$ cat config.mk
export PLATFORM = sky130hd
export DESIGN_NAME = pipeline_ctrl
export DESIGN_NICKNAME = d
export VERILOG_FILES = /design/src/rtl/pipeline_ctrl_pkg.sv /design/src/rtl/pipeline_ctrl_watchdog.sv /design/src/rtl/pipeline_ctrl.sv
export SDC_FILE = /design/constraint.sdc
export NUM_CORES = 1
export LEC_CHECK = 0
export BUFFER_PORTS_ARGS = -buffer_cell sky130_fd_sc_hd__buf_2
export CORE_AREA = 2 2 160 84
export DETAILED_ROUTE_END_ITERATION = 7
export DIE_AREA = 0 0 162 86
export PLACE_DENSITY = 0.82
export SETUP_SLACK_MARGIN = 0.5
export SYNTH_ARGS = -nofsm -noshare
export SYNTH_HDL_FRONTEND = slang
export SYNTH_SLANG_ARGS = --single-unit
$ cat constraint.sdc
create_clock -name clk -period 4.2 [get_ports clk]
set_clock_uncertainty 0.15 [all_clocks]
set_input_delay 0.42 -clock clk [delete_from_list [all_inputs] [get_ports clk]]
set_output_delay 0.42 -clock clk [all_outputs]
set_load 0.1 [all_outputs]
$ cat src/rtl/pipeline_ctrl_pkg.sv
// Shared codes, stall masks and state encoding for the pipeline sequencer.
package pipeline_ctrl_pkg;

   localparam logic [31:0] EXC_NONE    = 32'h0000_0000;
   localparam logic [31:0] EXC_INT     = 32'h0000_0001;
   localparam logic [31:0] EXC_SYSCALL = 32'h0000_0008;
   localparam logic [31:0] EXC_INVALID = 32'h0000_000a;
   localparam logic [31:0] EXC_OV      = 32'h0000_000c;
   localparam logic [31:0] EXC_TRAP    = 32'h0000_000d;
   localparam logic [31:0] EXC_ERET    = 32'h0000_000e;

   localparam logic STOP    = 1'b1;
   localparam logic NO_STOP = 1'b0;

   localparam logic [5:0] STALL_NONE = 6'b000000;
   localparam logic [5:0] STALL_IF   = 6'b000011;
   localparam logic [5:0] STALL_ID   = 6'b000111;
   localparam logic [5:0] STALL_EX   = 6'b001111;
   localparam logic [5:0] STALL_MEM  = 6'b011111;

   typedef enum logic [1:0] {
      ST_IDLE  = 2'd0,
      ST_PEND  = 2'd1,
      ST_FLUSH = 2'd2
   } state_t;

   function automatic logic [31:0] redirect_pc(
      input logic [31:0] code,
      input logic [31:0] epc,
      input logic [31:0] vec
   );
      return (code == EXC_ERET) ? epc : vec;
   endfunction

endpackage

$ cat src/rtl/pipeline_ctrl_watchdog.sv
// Saturating stall watchdog with a sticky error flag.
module ctrl_watchdog #(
   parameter int LIMIT = 1024
) (
   input  logic clk,
   input  logic rst,
   input  logic inc,
   input  logic clr,
   output logic err
);

   localparam int W = $clog2(LIMIT + 1);
   localparam logic [W-1:0] MAX = W'(LIMIT);

   logic [W-1:0] cnt;

   always_ff @(posedge clk) begin
      if (rst) begin
         cnt <= '0;
         err <= 1'b0;
      end else if (clr) begin
         cnt <= '0;
      end else if (inc && cnt != MAX) begin
         cnt <= cnt + 1'b1;
         if (cnt == MAX - 1'b1)
            err <= 1'b1;
      end
   end

endmodule

$ cat src/rtl/pipeline_ctrl.sv
// Pipeline sequencer: stall merge, deferred exception flush, stall statistics.
module pipeline_ctrl
   import pipeline_ctrl_pkg::*;
#(
   parameter logic [31:0] EXC_VECTOR     = 32'h0000_0020,
   parameter int          TIMEOUT_CYCLES = 1024
) (
   input  logic        clk,
   input  logic        rst,
   input  logic        stallreq_if,
   input  logic        stallreq_id,
   input  logic        stallreq_ex,
   input  logic        stallreq_mem,
   input  logic [31:0] excepttype_i,
   input  logic [31:0] cp0_epc_i,
   output logic [5:0]  stall,
   output logic        flush,
   output logic [31:0] new_pc,
   output logic        exc_ack,
   output logic [31:0] stall_cycles,
   output logic        timeout_err
);

   state_t      state;
   logic [31:0] code_q;
   logic [31:0] epc_q;
   logic        bus_busy;
   logic        exc_in;
   logic        any_req;
   logic        wd_inc;

   assign bus_busy = stallreq_if | stallreq_mem;
   assign exc_in   = excepttype_i != EXC_NONE;
   assign any_req  = stallreq_if | stallreq_id
                   | stallreq_ex | stallreq_mem;
   assign wd_inc   = any_req | (state == ST_PEND);

   // Stall must act in the same cycle the request appears.
   always_comb begin
      stall = STALL_NONE;
      if (!rst) begin
         unique case (state)
            ST_PEND:  stall = STALL_MEM;
            ST_FLUSH: stall = STALL_NONE;
            default: begin
               if (exc_in)            stall = STALL_MEM;
               else if (stallreq_mem) stall = STALL_MEM;
               else if (stallreq_ex)  stall = STALL_EX;
               else if (stallreq_id)  stall = STALL_ID;
               else if (stallreq_if)  stall = STALL_IF;
               else                   stall = STALL_NONE;
            end
         endcase
      end
   end

   always_ff @(posedge clk) begin
      if (rst) begin
         state        <= ST_IDLE;
         flush        <= 1'b0;
         exc_ack      <= 1'b0;
         new_pc       <= '0;
         code_q       <= '0;
         epc_q        <= '0;
         stall_cycles <= '0;
      end else begin
         flush   <= 1'b0;
         exc_ack <= 1'b0;
         new_pc  <= '0;
         if (stall[0] == STOP)
            stall_cycles <= stall_cycles + 32'd1;
         unique case (state)
            ST_IDLE: begin
               if (exc_in) begin
                  code_q <= excepttype_i;
                  epc_q  <= cp0_epc_i;
                  if (bus_busy) begin
                     state <= ST_PEND;
                  end else begin
                     state   <= ST_FLUSH;
                     flush   <= 1'b1;
                     exc_ack <= 1'b1;
                     new_pc  <= redirect_pc(excepttype_i,
                                            cp0_epc_i,
                                            EXC_VECTOR);
                  end
               end
            end
            ST_PEND: begin
               if (!bus_busy) begin
                  state   <= ST_FLUSH;
                  flush   <= 1'b1;
                  exc_ack <= 1'b1;
                  new_pc  <= redirect_pc(code_q, epc_q, EXC_VECTOR);
               end
            end
            ST_FLUSH: state <= ST_IDLE;
            default:  state <= ST_IDLE;
         endcase
      end
   end

   ctrl_watchdog #(
      .LIMIT(TIMEOUT_CYCLES)
   ) u_watchdog (
      .clk(clk),
      .rst(rst),
      .inc(wd_inc),
      .clr(!wd_inc),
      .err(timeout_err)
   );

endmodule

Word-level counts from Yosys, hierarchy flattened
Cells that the tools add are included.
{"block": "classes", "n_addsub": 2, "multipliers": 0, "div": 0, "n_lt_le_gt_ge": 0, "n_eq_ne": 8, "shifts": 0, "n_mux": 20, "n_bitwise": 6, "reduce_logical": 7}
{"cell": "$mux W32", "n": 5}
{"cell": "$eq A32 B4 Y1 const B", "n": 2}
{"cell": "$pmux W32 S2", "n": 1}
{"cell": "$add A32 B1 Y32 const B", "n": 1}
{"cell": "$reduce_bool A32 Y1", "n": 1}
{"cell": "$add A11 B1 Y11 const B", "n": 1}
{"cell": "$eq A11 B10 Y1 const B", "n": 1}
{"cell": "$ne A11 B11 Y1 const B", "n": 1}
{"cell": "$mux W5", "n": 2}
{"cell": "$pmux W5 S2", "n": 1}
{"cell": "$mux W2", "n": 4}
{"cell": "$mux W6", "n": 1}
{"cell": "$or A1 B1 Y1", "n": 5}
{"cell": "$mux W4", "n": 1}
{"cell": "$ne A2 B2 Y1 const B", "n": 2}
{"cell": "$pmux W2 S2", "n": 1}
{"cell": "$reduce_and A2 Y1", "n": 2}
{"cell": "$mux W3", "n": 1}
{"cell": "$reduce_and A3 Y1", "n": 1}
{"cell": "$eq A2 B1 Y1 const B", "n": 1}
{"cell": "$eq A2 B2 Y1 const B", "n": 1}
{"cell": "$logic_not A2 Y1", "n": 1}
{"cell": "$mux W1", "n": 2}
{"cell": "$pmux W1 S2", "n": 1}
{"cell": "other kinds (3)", "n": 3}
{"block": "totals", "register_bits": 143, "latch_bits": 0, "mem_bits_rw": 0, "mem_bits_ro": 0, "inputBits": 70, "output_inout_bits": 73, "wordCells": 51, "n_memories": 0}

Logic depth before layout (Yosys ltp)
{"block": "depth", "depth_word": 7, "ltp_mapped": 8, "ltp_nobuf": 7}

Modules after synthesis
A second synthesis with hierarchy kept.
{"block": "hier_totals", "cells_unflattened": 732, "hier_area_um2": 6018.3}
{"mod": "pipeline_ctrl", "instances": 1, "cells_each": 650, "area_per_inst_um2": 5330.1, "seq_area_each_um2": 2622.5}
{"mod": "ctrl_watchdog", "instances": 1, "cells_each": 82, "area_per_inst_um2": 688.2, "seq_area_each_um2": 240.2}

Least setup slack after synthesis
No wires, ideal clock.
{"block": "synth_timing", "path_type": "reg2out", "startpoint": "reg state[0]", "endpoint": "out stall[1]", "t_arrival_ps": 3922, "t_required_ps": 3630, "slack_ps": -292, "stages_incl_launch_ff": 8, "n_path_buf": 3, "path_cell_list": "dfxtp_1 inv_1 ha_1 nor2b_1 clkbuf_1 buf_2 nor3_1 buf_4"}
{"block": "synth_via", "elab_chain_len": 3, "elab_cells_between_ends": 4, "cone_classes": "eq/ne (2); mux (2)"}
{"item": "start, declared", "line_no": "pipeline_ctrl.sv:24", "text": "state_t state;"}
{"item": "start signal, assigned", "line_no": "pipeline_ctrl.sv:59", "text": "state <= ST_IDLE;"}
{"item": "start signal, assigned", "line_no": "pipeline_ctrl.sv:78", "text": "state <= ST_PEND;"}
{"item": "start signal, assigned", "line_no": "pipeline_ctrl.sv:80", "text": "state <= ST_FLUSH;"}
{"item": "$eq A2 B2 Y1 / $eq A2 B1 Y1 (equally long branches)", "line_no": "pipeline_ctrl.sv:42", "text": "unique case (state)"}
{"item": "$pmux W5 S2 *", "line_no": "pipeline_ctrl.sv:42"}
{"item": "$mux W6 *", "line_no": "pipeline_ctrl.sv:41", "text": "if (!rst) begin"}
{"item": "end, declared", "line_no": "pipeline_ctrl.sv:16", "text": "output logic [5:0] stall,"}
Every way passes the cells marked *; elsewhere a longest branch is shown, timed or not.

Final worst setup path
{"block": "layout_timing", "startpoint": "in excepttype_i[7]", "endpoint": "out stall[2]"}
{"block": "layout_via", "elab_chain_len": 4}
{"item": "start, declared", "line_no": "pipeline_ctrl.sv:14", "text": "input logic [31:0] excepttype_i,"}
{"item": "$reduce_bool A32 Y1", "line_no": "pipeline_ctrl.sv:33", "text": "assign exc_in = excepttype_i != EXC_NONE;"}
{"item": "$mux W5", "line_no": "pipeline_ctrl.sv:46", "text": "if (exc_in) stall = STALL_MEM;"}
{"item": "$pmux W5 S2", "line_no": "pipeline_ctrl.sv:42"}
{"item": "$mux W6", "line_no": "pipeline_ctrl.sv:41"}
No other way between the ends.

==> impl_metrics.env <==
export IMPL_status="complete, no violations"
export IMPL_yosys_area_top_type_share_pct=46.5
export IMPL_ys_seq_area_share_pct=46.5
export IMPL_cp_required_ns=3.63
export IMPL_clkTransAtPathRegs_ns=0.07
export IMPL_min_period_ns=2.96
export IMPL_syn_num_nets=794
export IMPL_final_max_slew_viol_count=0
export IMPL_setup_viol=0
export IMPL_final_antenna_net_count=0
export IMPL_ys_flop_type="dfxtp_1"
export IMPL_yosysTopAreaCell="dfxtp_1"
export IMPL_cts_path_max_buffers=2
export IMPL_io_buffers=141
export IMPL_final_cells=1013
export IMPL_dieArea_um2=13900
export IMPL_wl_per_cell_um=15.3
export IMPL_ys_top_cells_by_area="dfxtp_1, nand2_1, a21oi_1"
export IMPL_ys_warn_count=0
export IMPL_htreeDepth=4
export IMPL_finalCritPeriodShare_pct=70.4
export IMPL_drive_gt1_share_pct=28.6
export IMPL_grt_pass1_wl_um=24600
export IMPL_path_class="in2out"
export IMPL_holdWs_ns=0.105
export IMPL_dp_cells=982
export IMPL_rsz0062_at_grt="false"
export IMPL_synth_edf_count=0
export IMPL_grt_ovfl_total=0
export IMPL_die_x_um=162
export IMPL_setup_tns_final_ns=0
export IMPL_mappedNetlistArea_um2=6160
export IMPL_holdBufCountCts=0
export IMPL_antenna_found_initial=0
export IMPL_io_pins=143
export IMPL_synth_seq_cells=143
export IMPL_root_buffer="clkbuf_16"
export IMPL_die_h_um=86
export IMPL_worstMarginPinSlew_ns=1.16
export IMPL_clk_latency_ns=0.41
export IMPL_track_usage_pct=22.1
export IMPL_vias_per_cell=5.61
export IMPL_final_hold_viol_count=0
export IMPL_cts_inserted_buffers=17
export IMPL_min_path_type="in2reg"
export IMPL_power_leakage_uw=0.00295
export IMPL_cts_sinks=143
export IMPL_worst_path_max_fanout=7
export IMPL_drc=0
export IMPL_crit_path_end_kind="output port"
export IMPL_synth_cell_types=55
export IMPL_drt_first_pass_iters=5
export IMPL_clock_fmax_mhz=338
export IMPL_area_growth_pct=21.3
export IMPL_grt_pass1_vias=4841
export IMPL_grt_max_degree=64
export IMPL_initial_utilization_pct=49.6
export IMPL_diodes=0
export IMPL_start_kind="primary input"
export IMPL_cts_resized_gates=0
export IMPL_hpwl_um=10700
export IMPL_syn_avg_cell_area_um2=8.57
export IMPL_p_total_uw=3300
export IMPL_netlist_top_cells_count="nand2_1, dfxtp_1, a21oi_1"
export IMPL_tritoncts="done"
export IMPL_vdd_drop_max_mv=0.235
export IMPL_first_iter_violations=464
export IMPL_gp_congestion=0.812
export IMPL_postCtsSetupRepairBufs=0
export IMPL_routed_wirelength_um=15500
export IMPL_powerDensity_nw_per_um2=442
export IMPL_row_count=29
export IMPL_vias=5679
export IMPL_nets=906
export IMPL_async_flop_share_pct=0
export IMPL_cp_data_arrival_time_ns=2.39
export IMPL_yosysMostFrequentCell="nand2_1"
export IMPL_fp_coreArea_um2=12400
export IMPL_max_slew_margin_rel_pct=22.6
export IMPL_cap_violations=0
export IMPL_synthCells=719
[worst max-delay path: stages]
cell and delay, ns:
buf_2 0.10, nor4_1 0.47, nand4_1 0.48, nor3_1 0.30
buf_4 0.18, a311oi_1 0.09, buf_2 0.34
[routing by layer]
| metal | global-route usage (%) | vias to the layer above | share of wire (%) |
|---|---|---|---|
| li1 | - | 2800 | - |
| met1 | 33.7 | 2660 | 51 |
| met2 | 29.8 | 206 | 41 |
| met3 | 6.48 | 13 | 7.9 |
| met4 | 6.03 | 0 | 0.90 |
| met5 | 0 | - | 0 |
[kinds of logic after synthesis]
logic type	Yosys count	share of synthesized area, %
XOR/XNOR	9	1.28
AO/OA/AOI/OAI	176	20.2
flip-flops	143	46.5
multiplexers	2	0.427
AND/OR/NAND/NOR	315	24.9
buffers and inverters	68	5.55
other	1	0.0609
adder cells (fa/ha/maj)	5	1.02
[stage by stage]
| stage | area, um^2 | setup slack, ns | util (%) |
|---|---|---|---|
| floorplan | 6160 | 0.0474 | - |
| global placement | 6920 | 1.22 | 55.7 |
| detailed placement | 6920 | 1.25 | 55.7 |
| CTS | 7470 | 1.25 | 60.2 |
| global route | 7470 | 1.12 | 60.2 |
| finish | 7470 | 1.24 | 60.2 |
[layout make-up]
class / instances / area, um^2
multi-input cells: 508 / 3000
flip-flops and latches: 143 / 2860
repair buffers: 151 / 808
well taps: 170 / 213
clock inverters: 14 / 124
clock buffers: 17 / 425
fillers: 1079 / 4940
inverters: 10 / 37.5
[sequential cells by signal, indices dropped and copies added (netlist names)]
| signal | flops |
|---|---|
| stall_cycles | 32 |
| u_watchdog.err | 1 |
| state | 2 |
| code_q | 32 |
| epc_q | 32 |
| exc_ack | 1 |
| new_pc | 32 |
| u_watchdog.cnt | 11 |
[placed cells by master (no fill, tap or decap), drive strengths merged, types with 3 or more instances in the layout]
master	synthesis	final
inv	10	19
nand4	16	16
dfxtp	143	143
clkinvlp	0	5
o21ba	3	3
xnor2	5	5
nor4	17	17
a21oi	94	94
nand2	144	144
a22oi	31	31
or3	7	7
and3	8	8
or4	27	27
nor2	53	53
nand3	20	20
ha	5	5
buf	21	151
a311oi	3	3
o21ai	4	4
and4	3	3
o31ai	28	28
nor3	10	10
clkbuf	37	17
xor2	4	4
[final timing paths]
path	cells past startpoint	end	start	slack [ns]
max	7	stall[2]	excepttype_i[7]	1.24
min	3	epc_q[16]	cp0_epc_i[16]	0.10
max reg2reg	8	stall_cycles[7]	state[0]	1.49
min reg2reg	2	code_q[2]	code_q[2]	0.30
[where the power goes]
part | leakage, uW | switching, uW | total [uW] | internal, uW
clock network | 0.000256 | 624 | 1400 | 774
logic | 0.00153 | 316 | 437 | 120
registers | 0.00117 | 40.5 | 1470 | 1430
(Power assumes the default switching activity.)
